==> config.mk <==
export PLATFORM = sky130hd
export DESIGN_NAME = i2c_reg_target
export DESIGN_NICKNAME = d
export VERILOG_FILES = /design/src/rtl/i2c_pkg.sv /design/src/rtl/i2c_line_sync.sv /design/src/rtl/i2c_reg_target.sv
export SDC_FILE = /design/constraint.sdc
export NUM_CORES = 1
export LEC_CHECK = 0
export CAP_MARGIN = 20
export CELL_PAD_IN_SITES_DETAIL_PLACEMENT = 2
export CELL_PAD_IN_SITES_GLOBAL_PLACEMENT = 2
export CORE_ASPECT_RATIO = 0.7
export CORE_MARGIN = 3
export CORE_UTILIZATION = 40
export CTS_BUF_LIST = sky130_fd_sc_hd__clkbuf_4
export DETAILED_ROUTE_END_ITERATION = 7
export PLACE_DENSITY_LB_ADDON = 0.1
export SETUP_SLACK_MARGIN = 0.1
export SLEW_MARGIN = 20
export SYNTH_ARGS = -nofsm -noshare
export SYNTH_HDL_FRONTEND = slang
export SYNTH_HIERARCHICAL = 1
export SYNTH_SLANG_ARGS = --single-unit
==> constraint.sdc <==
create_clock -name clk_50 -period 4.7 [get_ports clk_50]
set_input_delay 1.175 -clock clk_50 [delete_from_list [all_inputs] [get_ports clk_50]]
set_output_delay 1.175 -clock clk_50 [all_outputs]
set_load 0.02 [all_outputs]
==> src/rtl/i2c_pkg.sv <==
// Shared I2C definitions: camera target address, ACK levels, address bytes
// the initiator issues, and the target FSM state encoding.
package i2c_pkg;

    localparam logic [6:0] CAM_DEV_ADDR = 7'h36;

    localparam logic ACK  = 1'b0;
    localparam logic NACK = 1'b1;

    // Address bytes as they appear on the wire (7-bit address plus R/W)
    localparam logic [7:0] CR_ADDR_WR = {CAM_DEV_ADDR, 1'b0};
    localparam logic [7:0] CR_ADDR_RD = {CAM_DEV_ADDR, 1'b1};

    typedef enum logic [3:0] {
        ST_IDLE,
        ST_DEV,
        ST_ACK_DEV,
        ST_PTR_HI,
        ST_ACK_HI,
        ST_PTR_LO,
        ST_ACK_LO,
        ST_WR_DATA,
        ST_ACK_WR,
        ST_RD_DATA,
        ST_RD_MACK,
        ST_IGNORE
    } state_t;

endpackage

==> src/rtl/i2c_line_sync.sv <==
// Synchronizes raw SCL/SDA pads and produces registered single-cycle bit and
// START/STOP events, together with the SDA level aligned to those events.
module i2c_line_sync (
    input  logic clk_50,
    input  logic reset_n,
    input  logic scl_i,
    input  logic sda_i,
    output logic scl_rise,
    output logic scl_fall,
    output logic start,
    output logic stop,
    output logic sda
);

    logic [1:0] scl_ff;
    logic [1:0] sda_ff;
    logic       scl_d;
    logic       sda_d;

    // Synchronizers reset to the idle-bus level so release of reset never
    // manufactures a START.
    always_ff @(posedge clk_50 or negedge reset_n) begin
        if (!reset_n) begin
            scl_ff   <= 2'b11;
            sda_ff   <= 2'b11;
            scl_d    <= 1'b1;
            sda_d    <= 1'b1;
            scl_rise <= 1'b0;
            scl_fall <= 1'b0;
            start    <= 1'b0;
            stop     <= 1'b0;
            sda      <= 1'b1;
        end else begin
            scl_ff   <= {scl_ff[0], scl_i};
            sda_ff   <= {sda_ff[0], sda_i};
            scl_d    <= scl_ff[1];
            sda_d    <= sda_ff[1];
            scl_rise <= scl_ff[1] & ~scl_d;
            scl_fall <= ~scl_ff[1] & scl_d;
            start    <= scl_ff[1] & scl_d & sda_d & ~sda_ff[1];
            stop     <= scl_ff[1] & scl_d & ~sda_d & sda_ff[1];
            sda      <= sda_ff[1];
        end
    end

endmodule

==> src/rtl/i2c_reg_target.sv <==
// I2C target with 16-bit register pointer, bridging OV5640-style write/read
// transactions onto a single-cycle strobe register bus.
//
// state      | meaning
// IDLE       | bus free or after STOP, waiting for START
// DEV        | shifting device address + R/W
// ACK_DEV    | driving ACK for our address (read: fetch first byte)
// PTR_HI     | shifting pointer high byte
// ACK_HI     | ACK for pointer high byte
// PTR_LO     | shifting pointer low byte
// ACK_LO     | ACK for pointer low byte
// WR_DATA    | shifting a write data byte
// ACK_WR     | ACK for write data (reg_we issued)
// RD_DATA    | driving read data bits
// RD_MACK    | SDA released, sampling initiator ACK/NACK
// IGNORE     | not addressed or read NACKed, wait for START
module i2c_reg_target
    import i2c_pkg::*;
#(
    parameter logic [6:0] DEV_ADDR = CAM_DEV_ADDR
) (
    input  logic        clk_50,
    input  logic        reset_n,
    input  logic        scl_i,
    input  logic        sda_i,
    output logic        sda_oe,
    output logic [15:0] reg_addr,
    output logic [7:0]  reg_wdata,
    output logic        reg_we,
    output logic        reg_re,
    input  logic [7:0]  reg_rdata,
    output logic        busy
);

    logic scl_rise, scl_fall, start, stop, sda;

    i2c_line_sync u_sync (
        .clk_50   (clk_50),
        .reset_n  (reset_n),
        .scl_i    (scl_i),
        .sda_i    (sda_i),
        .scl_rise (scl_rise),
        .scl_fall (scl_fall),
        .start    (start),
        .stop     (stop),
        .sda      (sda)
    );

    state_t      state, state_nxt;
    logic [2:0]  bit_cnt, bit_cnt_nxt;
    logic        full, full_nxt;
    logic [7:0]  rx_sh, rx_sh_nxt;
    logic [7:0]  tx_sh, tx_sh_nxt;
    logic        inc_pend, inc_pend_nxt;
    logic        cap_pend, cap_pend_nxt;
    logic [15:0] addr_nxt;
    logic [7:0]  wdata_nxt;
    logic        we_nxt, re_nxt, oe_nxt, busy_nxt;

    always_ff @(posedge clk_50 or negedge reset_n) begin
        if (!reset_n) begin
            state     <= ST_IDLE;
            bit_cnt   <= 3'd7;
            full      <= 1'b0;
            rx_sh     <= 8'h00;
            tx_sh     <= 8'h00;
            inc_pend  <= 1'b0;
            cap_pend  <= 1'b0;
            reg_addr  <= 16'h0000;
            reg_wdata <= 8'h00;
            reg_we    <= 1'b0;
            reg_re    <= 1'b0;
            sda_oe    <= 1'b0;
            busy      <= 1'b0;
        end else begin
            state     <= state_nxt;
            bit_cnt   <= bit_cnt_nxt;
            full      <= full_nxt;
            rx_sh     <= rx_sh_nxt;
            tx_sh     <= tx_sh_nxt;
            inc_pend  <= inc_pend_nxt;
            cap_pend  <= cap_pend_nxt;
            reg_addr  <= addr_nxt;
            reg_wdata <= wdata_nxt;
            reg_we    <= we_nxt;
            reg_re    <= re_nxt;
            sda_oe    <= oe_nxt;
            busy      <= busy_nxt;
        end
    end

    always_comb begin
        state_nxt    = state;
        bit_cnt_nxt  = bit_cnt;
        full_nxt     = full;
        rx_sh_nxt    = rx_sh;
        tx_sh_nxt    = tx_sh;
        inc_pend_nxt = 1'b0;
        cap_pend_nxt = reg_re;
        addr_nxt     = reg_addr;
        wdata_nxt    = reg_wdata;
        we_nxt       = 1'b0;
        re_nxt       = 1'b0;
        oe_nxt       = sda_oe;
        busy_nxt     = busy;

        // Post-write increment lands the cycle after reg_we, so the strobe
        // carries the pre-increment address.
        if (inc_pend)
            addr_nxt = reg_addr + 16'd1;
        // Register file answers one cycle after reg_re.
        if (cap_pend)
            tx_sh_nxt = reg_rdata;

        if (start) begin
            state_nxt   = ST_DEV;
            bit_cnt_nxt = 3'd7;
            full_nxt    = 1'b0;
            oe_nxt      = 1'b0;
        end else if (stop) begin
            state_nxt = ST_IDLE;
            full_nxt  = 1'b0;
            oe_nxt    = 1'b0;
            busy_nxt  = 1'b0;
        end else begin
            case (state)
                ST_DEV, ST_PTR_HI, ST_PTR_LO, ST_WR_DATA: begin
                    if (scl_rise && !full) begin
                        rx_sh_nxt = {rx_sh[6:0], sda};
                        if (bit_cnt == 3'd0)
                            full_nxt = 1'b1;
                        else
                            bit_cnt_nxt = bit_cnt - 3'd1;
                    end else if (scl_fall && full) begin
                        full_nxt    = 1'b0;
                        bit_cnt_nxt = 3'd7;
                        case (state)
                            ST_DEV: begin
                                if (rx_sh[7:1] == DEV_ADDR) begin
                                    state_nxt = ST_ACK_DEV;
                                    oe_nxt    = 1'b1;
                                    busy_nxt  = 1'b1;
                                end else begin
                                    state_nxt = ST_IGNORE;
                                    busy_nxt  = 1'b0;
                                end
                            end
                            ST_PTR_HI: begin
                                addr_nxt[15:8] = rx_sh;
                                state_nxt      = ST_ACK_HI;
                                oe_nxt         = 1'b1;
                            end
                            ST_PTR_LO: begin
                                addr_nxt[7:0] = rx_sh;
                                state_nxt     = ST_ACK_LO;
                                oe_nxt        = 1'b1;
                            end
                            ST_WR_DATA: begin
                                we_nxt       = 1'b1;
                                wdata_nxt    = rx_sh;
                                inc_pend_nxt = 1'b1;
                                state_nxt    = ST_ACK_WR;
                                oe_nxt       = 1'b1;
                            end
                            default: ;
                        endcase
                    end
                end
                ST_ACK_DEV: begin
                    // rx_sh[0] still holds R/W; nothing shifts during ACK.
                    if (scl_rise && rx_sh[0]) begin
                        re_nxt = 1'b1;
                    end else if (scl_fall) begin
                        bit_cnt_nxt = 3'd7;
                        if (rx_sh[0]) begin
                            state_nxt = ST_RD_DATA;
                            oe_nxt    = ~tx_sh[7];
                        end else begin
                            state_nxt = ST_PTR_HI;
                            oe_nxt    = 1'b0;
                        end
                    end
                end
                ST_ACK_HI: begin
                    if (scl_fall) begin
                        state_nxt = ST_PTR_LO;
                        oe_nxt    = 1'b0;
                    end
                end
                ST_ACK_LO, ST_ACK_WR: begin
                    if (scl_fall) begin
                        state_nxt = ST_WR_DATA;
                        oe_nxt    = 1'b0;
                    end
                end
                ST_RD_DATA: begin
                    if (scl_fall) begin
                        if (bit_cnt == 3'd0) begin
                            state_nxt = ST_RD_MACK;
                            full_nxt  = 1'b0;
                            oe_nxt    = 1'b0;
                        end else begin
                            tx_sh_nxt   = {tx_sh[6:0], 1'b0};
                            oe_nxt      = ~tx_sh[6];
                            bit_cnt_nxt = bit_cnt - 3'd1;
                        end
                    end
                end
                ST_RD_MACK: begin
                    if (scl_rise) begin
                        if (sda == ACK) begin
                            addr_nxt = reg_addr + 16'd1;
                            re_nxt   = 1'b1;
                            full_nxt = 1'b1;
                        end else begin
                            state_nxt = ST_IGNORE;
                            busy_nxt  = 1'b0;
                        end
                    end else if (scl_fall && full) begin
                        full_nxt    = 1'b0;
                        state_nxt   = ST_RD_DATA;
                        bit_cnt_nxt = 3'd7;
                        oe_nxt      = ~tx_sh[7];
                    end
                end
                default: begin
                    oe_nxt = 1'b0;
                end
            endcase
        end
    end

endmodule

After elaboration in Yosys (flattened, before gate mapping)

Cells that the tools add are included.

Eq/ne operators: 39
Bitwise logic cells: 16
Magnitude comparators: 0
Reduce and logical (&&, ||, !) cells: 20
Multiplexer cells: 88
Multipliers: 0
Add/sub/neg operators: 2
Shifts and indexed selects: 0
Div/mod/pow operators: 0

Operator list:

| operator                | number |
|---|---|
| $mux W16                | 7 |
| $mux W8                 | 8 |
| $mux W4                 | 15 |
| $mux W1                 | 40 |
| $pmux W16 S2            | 1 |
| $mux W3                 | 9 |
| $pmux W4 S6             | 1 |
| $ne A4 B1 Y1 const B    | 5 |
| $ne A4 B2 Y1 const B    | 5 |
| $add A16 B1 Y16 const B | 1 |
| $eq A4 B3 Y1 const B    | 4 |
| $pmux W4 S4             | 1 |
| $ne A5 B3 Y1 const B    | 3 |
| $eq A4 B4 Y1 const B    | 3 |
| $ne A3 B1 Y1 const B    | 4 |
| $ne A3 B2 Y1 const B    | 4 |
| $pmux W3 S4             | 1 |
| $reduce_and A12 Y1      | 1 |
| $reduce_and A6 Y1       | 2 |
| $ne A5 B5 Y1 const B    | 2 |
| $reduce_and A10 Y1      | 1 |
| $reduce_bool A5 Y1      | 2 |
| $not A1 Y1              | 9 |
| $eq A4 B2 Y1 const B    | 2 |
| 23 further kinds        | 34 |

Latch bits: 0
Logic and storage cells: 185
Memories kept: 0
Bits in read-only memories: 0
Bits in writable memories: 0
Flip-flop bits (word level): 63
Input bits: 12

Longest topological paths before layout

Depth after elaboration: 8
Mapped depth: 8
Depth with buffers taken out: 7

Modules after synthesis

Netlist, hierarchy kept.

Modules (own cells, without submodules):

| module         | instances | sequential area each (sq um) | cells an instance | area an instance (sq um) |
|---|---|---|---|---|
| i2c_reg_target | 1         | 1330.0                       | 425               | 3663.5 |
| i2c_line_sync  | 1         | 257.7                        | 14                | 290.3 |

Worst setup path before layout

No wires, ideal clock.

Path kind: reg-to-reg
Start: reg reg_addr[0]
End: reg reg_addr[10]
Period minus slack after synthesis: 1.914 ns
Arrival: 1.790 ns
Data required time: 4.576 ns
Library setup time: 0.124 ns
Stages on the path, launching flop included: 8
Path slack: 2.786 ns
Cell sequence: dfrtp_1 ha_1 and4_1 buf_2 nand4_1 a32oi_1 nor2_1 a211o_1

Cells in the longest elaborated chain, start to end: 8
Elaborated cells on any way between the ends: 10
Those cells by class: add/sub (1); mux (9)

Ends and longest elaborated chain:

| element                | RTL line                                     | source |
|---|---|---|
| from (decl)            | i2c_reg_target.sv:27                         | `output logic [15:0] reg_addr,` |
| from (signal assigned) | i2c_reg_target.sv:83                         | `reg_addr <= addr_nxt;` |
| $add A16 B1 Y16 (*)    | i2c_reg_target.sv:110, i2c_reg_target.sv:212 |  |
| $mux W16               | i2c_reg_target.sv:109                        | `if (inc_pend)` |
| $mux W8                | i2c_reg_target.sv:137                        | `case (state)` |
| $mux W16               | i2c_reg_target.sv:134                        | `end else if (scl_fall && full) begin` |
| $mux W16               | i2c_reg_target.sv:128                        | `if (scl_rise && !full) begin` |
| $pmux W16 S2           | i2c_reg_target.sv:126                        | `case (state)` |
| $mux W16               | i2c_reg_target.sv:120                        | `end else if (stop) begin` |
| $mux W16 (*)           | i2c_reg_target.sv:115                        | `if (start) begin` |
| named net addr_nxt[10] | i2c_reg_target.sv:56                         | `logic [15:0] addr_nxt;` |

The timed path passes the listed nets; every way through them passes the cells marked *.
A chain may end at the register's enable or synchronous reset.

==> key figures <==
Clocking
  • Worst-Skew Late Latency: 0.44 ns
  • CTS H-tree lvls: 3
  • CTS Hold Bufs: 0
  • Post-CTS sizing: 0
  • Clock Pin Slew Worst Setup and Hold Paths: 0.13 ns
  • Clock sink count: 63
  • Clock root buffer master: clkbuf_4
  • TritonCTS clock tree: done
  • Post-CTS Setup Inserts: 0
  • Max Buffers Root-to-Sink: 2
  • Inserted Clock Buffers: 9

STA
  • RSZ-0062 raised after global routing: false
  • Pin slew with the least headroom to its limit: 0.948 ns
  • Fin crit share: 66.6%
  • Minimum clock period: 3.13 ns
  • Relative slew margins: 36.8%
  • Final setup viols: 0
  • Setup Skew: 0.0183 ns
  • Final hold vios: 0
  • Final Max Tran Viols: 0
  • Sum Neg Setup Slack: 0 ns
  • FMAX: 0.319 GHz

Hold path
  • WHS Path Cells: 0
  • Hold path start: u_sync/scl_ff[0]$_DFF_PN1_
  • Class of the most critical hold timing path: reg -> reg
  • Hold path endpoint: u_sync/scl_ff[1]$_DFF_PN1_

Critical path
  • CP Launch Type: flip-flop
  • R2r endpoint: reg_addr[11]$_DFF_PN0_
  • FF-to-FF Start: state[3]$_DFFE_PN0P_
  • Setup crit end kind: output port
  • Worst Path Arrival: 1.96 ns
  • Largest stage delay, worst path: 0.79 ns
  • Critical path's slowest cell: dfrtp_1
  • Worst path buffer plus inverter count: 1
  • Crit Path Class: reg -> out
  • Reg2reg setup slack: 2.03 ns
  • Top delay family on crit path: flip-flops
  • R2R depth: 5
  • CP required: 3.52 ns
  • CP Cell Sequence: clkdlybuf4s50_1
  • Crit-path max FO: 18

GRT
  • GRT Util Overall: 24.3%
  • Global-route wire length before repair: 21200 µm
  • Vias in the first global route: 3811
  • Global route overflow: 0
  • Antenna violations before repair: 0
  • Largest net degree at the start of global routing: 40

Synth
  • Primary FF master, synth: dfrtp_1
  • Ys Warns: 6
  • Post-synth top area share: 34.2%
  • Simple-gate portion of the synthesized area: 24.2%
  • Post-Syn Nets: 454
  • #FFs+latches synth: 63
  • Main combinational cell family by area after synthesis: simple AND/OR/NAND/NOR gates
  • Multiplexer area fraction after synthesis: 5.19%
  • XOR/XNOR Fraction of Synth Area: 4.87%
  • Most frequent cell after synthesis: nand2_1
  • Compound-gate portion of the synthesized area: 19.4%
  • Synth area leaders: dfrtp_1 34%, nand2_1 6.8%, dfstp_2 6.0%
  • Sequential-to-total area share from yosys stat: 40.2%
  • Ys async rst share: 100%
  • Commonest cells in the netlist: 72 x nand2_1, 54 x dfrtp_1, 34 x o21ai_0
  • Syn_area_per_cell: 9.01 µm²
  • Post-Synth Adder-Cell Area: 0.949%
  • Count of different cell masters after synthesis: 75
  • Leading area contributor after synthesis: dfrtp_1
  • Syn Std Cell Area: 3950 µm²
  • Post-synth EDFFs: 0
  • Synth Instances: 439

Place
  • PortBufs: 39
  • Post-DP HPWL: 9030 µm
  • Gpl congestion: 0.847

Final layout
  • Fin util: 48.7%
  • Area grow syn2layout: 14.7%
  • Layout Nets: 475
  • Share of layout cells above drive strength 1: 11.2%
  • Fillers: 997
  • N_diodes: 0

Drt
  • Via density: 6.04
  • DR iter-0 viols: 304
  • Post-route ant nets: 0
  • WL/cell: 21.6 µm
  • Final wirelength: 12700 µm
  • Drc violations: 0
  • TritonRoute pass-1 iters: 4
  • Via count: 3555

Floorplan
  • CORE AREA: 9330 µm²
  • Number of top-level pins: 40
  • Initial Util: 42.4%
  • Row cnt: 29
  • Die Width: 125 µm
  • Die H: 89.2 µm
  • Die area: 11100 µm²

Power
  • Leak pwr: 0.00181 µW
  • Cell Pwr Density: 502 nW/µm²
  • Maximum vdd ir drop: 0.291 mV

Job
  • MaxCap Viol Count: 0

Status
  • Outcome: finished clean
-- registers in the layout (all words and copies together) (netlist names), 2 cells and up --
name / count
u_sync/scl_ff: 2
reg_wdata: 8
state: 4
rx_sh: 8
tx_sh: 8
bit_cnt: 3
reg_addr: 16
u_sync/sda_ff: 2
-- placed cells by master (no fill, tap or decap), drive strengths merged, types with 3 or more instances in the layout --
cell type,netlist,routed
nand3,11,11
nor4,5,5
or3,4,4
o22ai,4,4
o21ai,34,34
xor2,6,6
inv,9,11
mux2i,10,10
ha,3,3
dfstp,9,9
nand2,73,73
o211ai,5,5
a31oi,7,7
clkdlybuf4s50,0,38
o221ai,5,5
mux2,9,9
dfrtp,54,54
nand4,6,6
a22oi,6,6
nor2,26,26
and4,5,5
buf,23,6
or4,4,4
a222oi,3,3
a21o,4,4
xnor2,16,16
nor2b,8,8
a21oi,13,13
and3,5,5
clkinv,1,4
a32oi,4,4
nand2b,8,8
clkbuf,11,9
-- routing by layer --
layer | vias up | global-route usage (%) | wire [µm]
li1 | 1650 | - | -
met2 | 81 | 38.1 | 5720
met4 | 0 | 5.91 | 107
met5 | - | 0 | 0
met3 | 12 | 5.13 | 657
met1 | 1812 | 34.8 | 6240
-- layout make-up --
cell class	instances	area, µm²	area share (%)
Multi-Input combinational cell	332	2160	47.5
Sequential cell	63	1590	35.0
Timing Repair Buffer	44	423	9.32
Tap cell	124	155	3.42
Clock inverter	7	104	2.29
Clock buffer	9	67.6	1.49
Inverter	10	42.5	0.938
-- cell families after synthesis --
kind of cell / count (synthesis)
compound gates: 110
buf+inv: 44
fa+ha+maj: 3
xor+xnor: 22
flops: 63
mux: 19
simple gates: 178
-- metrics by stage --
step | std cells | hold slack (ns) | instance area (µm²) | worst slack [ns] | power, µW
6_report | 589 | 0.344 | 4540 | 1.57 | 2280
5_1_grt | 589 | 0.355 | 4540 | 1.45 | 2450
4_1_cts | 589 | 0.360 | 4540 | 1.52 | 2290
3_5_place_dp | 573 | 0.347 | 4370 | 2.04 | 1810
3_3_place_gp | 573 | 0.347 | 4370 | 2.05 | 1740
2_1_floorplan | 439 | 0.345 | 3950 | 2.79 | 1500
-- power breakdown --
part	total [µW]	switching [µW]	leakage [µW]	internal, µW
Clock	456	234	0.0000911	222
Sequential	897	229	0.000812	668
Combinational	923	531	0.000904	392
-- how the worst max path moves through the flow --
| stage | from | endpoint | slack [ns] | cells after the start |
|---|---|---|---|---|
| floorplan | reg_addr[0]$_DFF_PN0_ | reg_addr[10]$_DFF_PN0_ | 2.79 | 7 |
| global placement | inc_pend$_DFF_PN0_ | reg_we | 2.05 | 1 |
| detailed placement | inc_pend$_DFF_PN0_ | reg_we | 2.04 | 1 |
| CTS | inc_pend$_DFF_PN0_ | reg_we | 1.52 | 1 |
| global route | inc_pend$_DFF_PN0_ | reg_we | 1.45 | 1 |
| finish | inc_pend$_DFF_PN0_ | reg_we | 1.57 | 1 |
Power figures use the tool's default switching activity.
